[src/rtl/pipe_regfile_pkg.sv]
// Shared types and default geometry for the pipelined register file and its
// bulk-clear sequencer.
package pipe_regfile_pkg;

  localparam int DEF_DATA_W = 16;
  localparam int DEF_ADDR_W = 4;

  // Clear sequencer state: a plain 1-bit code so it can be probed directly.
  typedef logic [0:0] clrState_t;

  localparam clrState_t IDLE  = 1'b0;
  localparam clrState_t CLEAR = 1'b1;

endpackage

[src/rtl/rf_clear_seq.sv]
// Bulk-clear sequencer: walks an index from 0 to NUM_REGS-1, one register per
// cycle, then returns to IDLE. The state is exported for probing.
module rf_clear_seq
  import pipe_regfile_pkg::*;
#(
  parameter int ADDR_W = DEF_ADDR_W
) (
  input  logic              clk,
  input  logic              rst_n,
  input  logic              clrReq,
  output clrState_t         state,
  output logic [ADDR_W-1:0] clrIdx
);

  localparam logic [ADDR_W-1:0] LAST_IDX = '1;
  localparam logic [ADDR_W-1:0] IDX_ONE  = {{(ADDR_W-1){1'b0}}, 1'b1};

  logic [ADDR_W-1:0] cntQ;

  // The counter stops at the last index and is parked at 0 on exit, so it
  // never wraps while the sequencer is walking.
  always_ff @(posedge clk or negedge rst_n) begin
    if (!rst_n) begin
      state <= IDLE;
      cntQ  <= '0;
    end else if (state == IDLE) begin
      if (clrReq) begin
        state <= CLEAR;
        cntQ  <= '0;
      end
    end else begin
      if (cntQ == LAST_IDX) begin
        state <= IDLE;
        cntQ  <= '0;
      end else begin
        cntQ <= cntQ + IDX_ONE;
      end
    end
  end

  assign clrIdx = cntQ;

endmodule

[src/rtl/pipe_regfile.sv]
// Two-read / one-write register file with write bypass, an issue/writeback
// pending scoreboard and a sequenced bulk clear.
module pipe_regfile
  import pipe_regfile_pkg::*;
#(
  parameter int DATA_W   = DEF_DATA_W,
  parameter int ADDR_W   = DEF_ADDR_W,
  parameter int ZERO_REG = 0,
  parameter int REG_READ = 0
) (
  input  logic              clk,
  input  logic              rst_n,
  input  logic [ADDR_W-1:0] rd_addr1,
  input  logic [ADDR_W-1:0] rd_addr2,
  output logic [DATA_W-1:0] rd_data1,
  output logic [DATA_W-1:0] rd_data2,
  output logic              pend1,
  output logic              pend2,
  input  logic              wr_en,
  input  logic [ADDR_W-1:0] wr_addr,
  input  logic [DATA_W-1:0] wr_data,
  input  logic              iss_en,
  input  logic [ADDR_W-1:0] iss_addr,
  input  logic              clr_req,
  output logic              clr_busy
);

  localparam int NUM_REGS = 2 ** ADDR_W;

  // wr_en / iss_en / clr_req are single-cycle strobes with no backpressure:
  // each is consumed at the edge it is seen, and silently dropped while
  // clr_busy is high. There is no ready signal; callers watch clr_busy.

  logic [DATA_W-1:0]            memQ [NUM_REGS];
  logic [NUM_REGS-1:0]          pendQ;
  clrState_t                    clrState;
  logic [ADDR_W-1:0]            clrIdx;
  logic                         clrBusy;
  logic                         wrOk;
  logic                         issOk;
  logic [1:0][ADDR_W-1:0]       rdAddr;
  logic [1:0][DATA_W-1:0]       rdComb;
  logic [1:0][DATA_W-1:0]       rdOut;
  logic [1:0]                   pendOut;

  function automatic logic isZero(input logic [ADDR_W-1:0] a);
    return (ZERO_REG != 0) && (a == '0);
  endfunction

  rf_clear_seq #(
    .ADDR_W (ADDR_W)
  ) u_clearSeq (
    .clk    (clk),
    .rst_n  (rst_n),
    .clrReq (clr_req),
    .state  (clrState),
    .clrIdx (clrIdx)
  );

  assign clrBusy  = (clrState == CLEAR);
  assign clr_busy = clrBusy;

  assign wrOk  = wr_en  & ~clrBusy & ~isZero(wr_addr);
  assign issOk = iss_en & ~clrBusy & ~isZero(iss_addr);

  // Issue is applied after writeback so a same-address pair leaves it pending.
  always_ff @(posedge clk or negedge rst_n) begin
    if (!rst_n) begin
      for (int i = 0; i < NUM_REGS; i++) memQ[i] <= '0;
      pendQ <= '0;
    end else if (clrBusy) begin
      memQ[clrIdx]  <= '0;
      pendQ[clrIdx] <= 1'b0;
    end else begin
      if (wrOk) begin
        memQ[wr_addr]  <= wr_data;
        pendQ[wr_addr] <= 1'b0;
      end
      if (issOk) pendQ[iss_addr] <= 1'b1;
    end
  end

  assign rdAddr[0] = rd_addr1;
  assign rdAddr[1] = rd_addr2;

  always_comb begin
    rdComb  = '0;
    pendOut = '0;
    for (int p = 0; p < 2; p++) begin
      rdComb[p]  = memQ[rdAddr[p]];
      pendOut[p] = pendQ[rdAddr[p]] & ~(wr_en && (wr_addr == rdAddr[p]));
      if (wrOk && (wr_addr == rdAddr[p])) rdComb[p] = wr_data;
      if (clrBusy || isZero(rdAddr[p])) begin
        rdComb[p]  = '0;
        pendOut[p] = 1'b0;
      end
    end
  end

  if (REG_READ != 0) begin : g_regRead
    logic [1:0][DATA_W-1:0] rdQ;

    always_ff @(posedge clk or negedge rst_n) begin
      if (!rst_n) rdQ <= '0;
      else        rdQ <= rdComb;
    end

    // The value captured on the edge into CLEAR is stale; mask it while busy.
    assign rdOut = clrBusy ? '0 : rdQ;
  end else begin : g_combRead
    assign rdOut = rdComb;
  end

  assign rd_data1 = rdOut[0];
  assign rd_data2 = rdOut[1];
  assign pend1    = pendOut[0];
  assign pend2    = pendOut[1];

endmodule

[config.mk]
export PLATFORM = sky130hd
export DESIGN_NAME = pipe_regfile
export DESIGN_NICKNAME = d
export VERILOG_FILES = /design/src/rtl/pipe_regfile_pkg.sv /design/src/rtl/rf_clear_seq.sv /design/src/rtl/pipe_regfile.sv
export SDC_FILE = /design/constraint.sdc
export NUM_CORES = 1
export LEC_CHECK = 0
export CORE_AREA = 2 2 155 157
export CTS_BUF_LIST = sky130_fd_sc_hd__clkbuf_16
export DETAILED_ROUTE_END_ITERATION = 10
export DIE_AREA = 0 0 157 159
export MAX_ROUTING_LAYER = met4
export PLACE_DENSITY_LB_ADDON = 0.08
export SLEW_MARGIN = 20
export SYNTH_ARGS = -nofsm -noshare
export SYNTH_HDL_FRONTEND = slang
export SYNTH_SLANG_ARGS = --single-unit
[constraint.sdc]
create_clock -name clk -period 8.1 [get_ports clk]
set_clock_uncertainty 0.2 [all_clocks]
set_input_delay 1.62 -clock clk [delete_from_list [all_inputs] [get_ports clk]]
set_output_delay 1.62 -clock clk [all_outputs]
set_load 0.005 [all_outputs]
==> results of run 1 <==
cell type report:
type | count | area share, %
tap | 319 | 2.40
clock inverter | 23 | 0.754
multi-input combinational | 696 | 44.5
sequential | 277 | 41.8
clock buffer | 29 | 4.37
inverter | 7 | 0.158
timing repair buffer | 105 | 6.01
cell families after synthesis:
| group | after synthesis | synth area share, % |
|---|---|---|
| compound gates | 411 | 22.9 |
| xor+xnor | 9 | 0.531 |
| fa+ha+maj | 4 | 0.337 |
| buf+inv | 146 | 4.08 |
| flops | 277 | 46.7 |
| mux | 141 | 21.0 |
| simple gates | 131 | 4.46 |
state kept, by name, summed over array words and instances (netlist names):
name	flops
u_clearSeq.clrIdx	4
memQ	256
u_clearSeq.state	1
pendQ	16
through the flow:
step | utilization (%) | total power [W] | instances | cell area, um2 | setup slack [ns]
global route | 71.6 | 0.00410 | 1456 | 16600 | 1.64
floorplan | - | 0.00237 | 1119 | 14800 | 3.03
finish | 71.6 | 0.00395 | 1456 | 16600 | 1.75
CTS | 71.5 | 0.00392 | 1456 | 16600 | 1.82
global placement | 67.8 | 0.00267 | 1404 | 15700 | 1.88
detailed placement | 67.8 | 0.00270 | 1404 | 15700 | 1.83
worst max-delay path by stage:
stage	from	to	slack, ns
finish	wr_addr[2]	rd_data2[6]	1.75
global route	wr_addr[2]	rd_data2[6]	1.64
CTS	wr_addr[2]	rd_data2[6]	1.82
detailed placement	wr_addr[2]	rd_data2[6]	1.83
global placement	wr_addr[3]	rd_data1[6]	1.88
floorplan	rd_addr1[0]	rd_data1[11]	3.03
metal layers:
metal,GRT usage [%],wire length (um),vias up
met5,-,0,-
met3,8.57,5100,148
met4,14.9,1830,0
met2,54.6,20900,745
li1,-,-,4515
met1,56.2,17500,5862
power groups by stage:
stage	registers [W]	logic (W)	clock network [W]
2_1_floorplan	0.00171	0.000661	0
3_5_place_dp	0.00177	0.000938	0
4_1_cts	0.00175	0.000939	0.00123
5_1_grt	0.00178	0.00103	0.00129
3_3_place_gp	0.00176	0.000916	0
6_report	0.00176	0.000966	0.00123
placed cells by master, fill, tap and decap left out, types with 12 or more instances in the layout:
master / Yosys / routed
inv_1: 7 / 12
nor2_1: 15 / 14
dfrtp_1: 277 / 276
clkdlybuf4s50_1: 0 / 66
a22oi_1: 76 / 76
buf_4: 1 / 35
nand2_1: 73 / 73
mux4_2: 136 / 136
clkbuf_16: 0 / 29
o21ai_0: 15 / 15
a22o_1: 288 / 288
==> impl_metrics.tcl, run 1 <==
set metrics [dict create \
    seq_power_share_pct 44.5 \
    rr_startpoint "u_clearSeq.state" \
    nNetsFinal 1157 \
    setup_viol 0 \
    place_congestion 0.959 \
    setup-tns-final_ns 0 \
    overflow 0 \
    syn_avg_cell_area_um2 13.3 \
    worstSkewPairLatency_ns 0.55 \
    p_sw_w 0.00127 \
    cts_buffers 29 \
    root_buffer "clkbuf_16" \
    hold_ws_ns 0.314 \
    path_delay_family "simple AND/OR/NAND/NOR gates" \
    hold_buffers 0 \
    grt_antenna_before_repair 0 \
    finalCriticalPeriod_ns 6.35 \
    worstPathArrival_ns 4.53 \
    pin_count 72 \
    drt_wl_total_mm 45.4 \
    startpoint_type "primary input" \
    worstSetupPathType "primary input to primary output" \
    regArea_mm2 0.00693 \
    syn-num-nets 1160 \
    grt_max_degree 170 \
    yosysTopAreaCellShare_pct 46.7 \
    synthTopCellsByCount "a22o_1, dfrtp_1, mux4_2, a22oi_1, nand2_1" \
    worstPathBufferInverterCount 2 \
    hold_violations 0 \
    htree_num_levels 1 \
    hpwl_mm 27.6 \
    ys_ff_latch 277 \
    cts_buffer_depth 3 \
    drt-initial-drc-count 1449 \
    std_cell_rows 56 \
    wl_per_cell_um 31.2 \
    powerDensity_mw_per_mm2 238 \
    switching_share_pct 32.2 \
    hold_class "flop to flop" \
    core_mm2 0.0232 \
    relSlewSlack_pct 17.0 \
    worstMarginPinSlew_ns 1.24 \
    synthCells 1119 \
    required_ns 6.28 \
    synth_enable_flop_cells 0 \
    drive_gt1_share_pct 20.8 \
    yosysUniqueCellTypes 39 \
    path_cells "clkdlybuf4s50_1 > xor2_1 > nor4_1 > and3b_1 > a22o_1 > clkdlybuf4s50_1" \
    reg2reg_setup_slack_ns 4.56 \
    cts.reportedPaths.clkPinSlew_ns 0.06 \
    cpMostUsedCell "clkdlybuf4s50_1" \
    worstReg2RegEnd "memQ[254]" \
    grt_pass1_wl_mm 70.8 \
    postRouteAntennaNets 0 \
    end_kind "primary output" \
    crit_slowest_cell "and3b_1" \
    leakagePower_nw 7.20 \
    reg2reg_depth 5 \
    crit_cells 6 \
    antennaDiodeCount 0 \
    fmax_mhz 158 \
    cts_tree "built" \
    path_max_fanout 16 \
    power_frac_clock_pct 31.0 \
    viasPerCell 7.74 \
    ys_seq_area_share_pct 46.7 \
    drv_slew 0 \
    synth.most_common_cell "a22o_1" \
    rsz0062_at_grt "no" \
    hold_path_end "memQ[49]" \
    min_from "memQ[49]" \
    syn2layout_area_growth_pct 11.9 \
    p_int_w 0.00268 \
    async_flop_share_pct 100 \
    grt_pass1_vias 11431 \
    synth_ff_type "dfrtp_1" \
    track_usage_pct 38.8 \
    numPortBuffers 71 \
    drc_errors 0 \
    die-area_mm2 0.0250 \
    synthTopCellsByArea "dfrtp_1, mux4_2, a22o_1" \
    synth_top_cell_by_area "dfrtp_1" \
    cts.sinks 277 \
    initial_utilization_pct 64.0 \
    cts_resized 0 \
    post-route-period-util_pct 78.4 \
    firstDrtPassIters 5 \
    nFillCells 1604 \
    maxCapViolations 0 \
    syn_area_mm2 0.0148 \
    status "finished clean" \
    fp.dieW_um 157 \
    multi_input_area_mm2 0.00740 \
    postCtsSetupBuffers 0 \
    holdPathStages 1 \
    comb_power_share_pct 24.4 \
    die_h_um 159 \
    dr_total_vias 11270 \
    critical-path-max-stage-delay_ns 0.71 \
    ir_worst_vdd_mv 0.216 \
    yosys_warnings 0 \
]
(Power assumes the default switching activity.)
==> run 2: changes to the inputs <==
Settings changed: CORE_AREA 2 2 155 157 to 2 2 168 170, DIE_AREA 0 0 157 159 to 0 0 170 172.
Clock period 8.1 ns to 5.35 ns, I/O delays scaled along.
==> run 2 against run 1 <==
Compared with the run above: combinational power is 55% higher; sequential share of layout area down 1.1 points; wire length rose by 8.1%; clock power increased by 67%; sequential cell count is the same; first-iteration DRC count fell by 7.0%; global-route usage decreased by 3.5 points; critical path depth unchanged; via count up 1.8%; critical path type unchanged; critical endpoint is now rd_data2[5]; largest power group unchanged.
==> impl_metrics.tcl, run 2 (synthesis results as in run 1) <==
set metrics [dict create \
    post-route-period-util_pct 92.8 \
    worst_slack_ns 0.384 \
    end_kind "primary output" \
    die-area_mm2 0.0292 \
    grt_pass1_vias 11309 \
    hpwl_mm 30.4 \
    worstSkewPairLatency_ns 0.56 \
    grt_max_degree 107 \
    reg2reg_depth 6 \
    relSlewSlack_pct 24.1 \
    regMostFlops "memQ" \
    viasPerCell 7.53 \
    hold_violations 0 \
    pin_count 72 \
    core_mm2 0.0275 \
    cts_buffers 30 \
    ir_worst_vdd_mv 0.262 \
    antennaDiodeCount 0 \
    fp.dieW_um 170 \
    syn2layout_area_growth_pct 15.1 \
    finalCriticalPeriod_ns 4.97 \
    grt_pass1_wl_mm 73.5 \
    postCtsSetupBuffers 0 \
    drt-initial-drc-count 1347 \
    required_ns 4.08 \
    initial_utilization_pct 54.0 \
    path_max_fanout 17 \
    cts_tree "built" \
    rsz0062_at_grt "no" \
    track_usage_pct 35.3 \
    p_total_w 0.00623 \
    hold_class "flop to flop" \
    layout_commonest_cell "a22o_1" \
    cts.reportedPaths.clkPinSlew_ns 0.06 \
    worstMarginPinSlew_ns 1.14 \
    powerDensity_mw_per_mm2 365 \
    nNetsFinal 1195 \
    drv_slew 0 \
    maxCapViolations 0 \
    numPortBuffers 71 \
    place_ws_ns 0.435 \
    largest_reg_flops 256 \
    worstSetupPathType "primary input to primary output" \
    dr_total_vias 11468 \
    grt_antenna_before_repair 0 \
    cts_buffer_depth 3 \
    root_buffer "clkbuf_16" \
    firstDrtPassIters 5 \
    hold_buffers 0 \
    mostFrequentLayoutCells "a22o_1, dfrtp_1, mux4_2" \
    htree_num_levels 1 \
    cts_resized 0 \
    wl_per_cell_um 32.2 \
    setup_viol 0 \
    cts.sinks 277 \
    postRouteAntennaNets 0 \
    worstPathArrival_ns 3.70 \
    post-place-cells 1468 \
    status "finished clean" \
    holdPathStages 1 \
    die_h_um 172 \
    place_congestion 0.918 \
    leakagePower_nw 7.45 \
    fin_cells 1523 \
    fmax_mhz 201 \
    startpoint_type "primary input" \
    drive_gt1_share_pct 23.6 \
    setup-tns-final_ns 0 \
    fin_util_pct 62.1 \
    std_cell_rows 61 \
    drt_wl_total_mm 49.0 \
    drc_errors 0 \
    overflow 0 \
]
-- run 2: changes by cell type in the layout (fill, tap and decap cells not counted), sizes merged --
cell	previous run	this run
buf	39	76
clkinv	16	13
bufinv	1	3
clkbuf	29	31
clkinvlp	0	1
inv	13	14
-- run 2: worst max-delay path, cell delays in order --
cell and delay (ns):
clkdlybuf4s50_1 0.76, xor2_1 0.19, nor4_1 0.09, a21oi_2 0.73
a22o_1 0.33, clkdlybuf4s50_1 0.52
-- run 2: cell type report --
| class | instances | area (um2) |
|---|---|---|
| fillers | 2089 | 10400 |
| multi-input cells | 696 | 7380 |
| flip-flops and latches | 277 | 6930 |
| repair buffers | 142 | 1340 |
| clock buffers | 31 | 776 |
| well taps | 346 | 433 |
| clock inverters | 24 | 185 |
| inverters | 7 | 26.3 |
-- run 2: worst paths after layout --
check,startpoint,to,slack (ns)
setup / recovery,wr_addr[3],rd_data2[5],0.38
hold / removal,memQ[14],memQ[14],0.32
setup reg to reg,u_clearSeq.state,memQ[34],2.17
hold reg to reg,memQ[14],memQ[14],0.32
max in group asynchronous,rst_n,memQ[27],3.49
min in group asynchronous,rst_n,memQ[52],0.33
-- run 2: layer usage --
layer / track usage [%] / up-vias / part of all wire (%)
met5: - / - / 0
met4: 12.6 / 0 / 4.2
met3: 7.80 / 155 / 9.9
met2: 53.3 / 714 / 46
met1: 48.0 / 6015 / 39
li1: - / 4584 / -
-- run 2: stage by stage --
stage	cell area [um2]	hold WS (ns)
2_1_floorplan	14800	0.277
3_3_place_gp	16100	0.294
3_5_place_dp	16100	0.296
4_1_cts	17100	0.316
5_1_grt	17100	0.329
6_report	17100	0.317
-- run 2: power breakdown --
| part | internal, W | switching [W] |
|---|---|---|
| Sequential | 0.00240 | 0.000277 |
| Clock | 0.00118 | 0.000871 |
| Combinational | 0.000669 | 0.000834 |
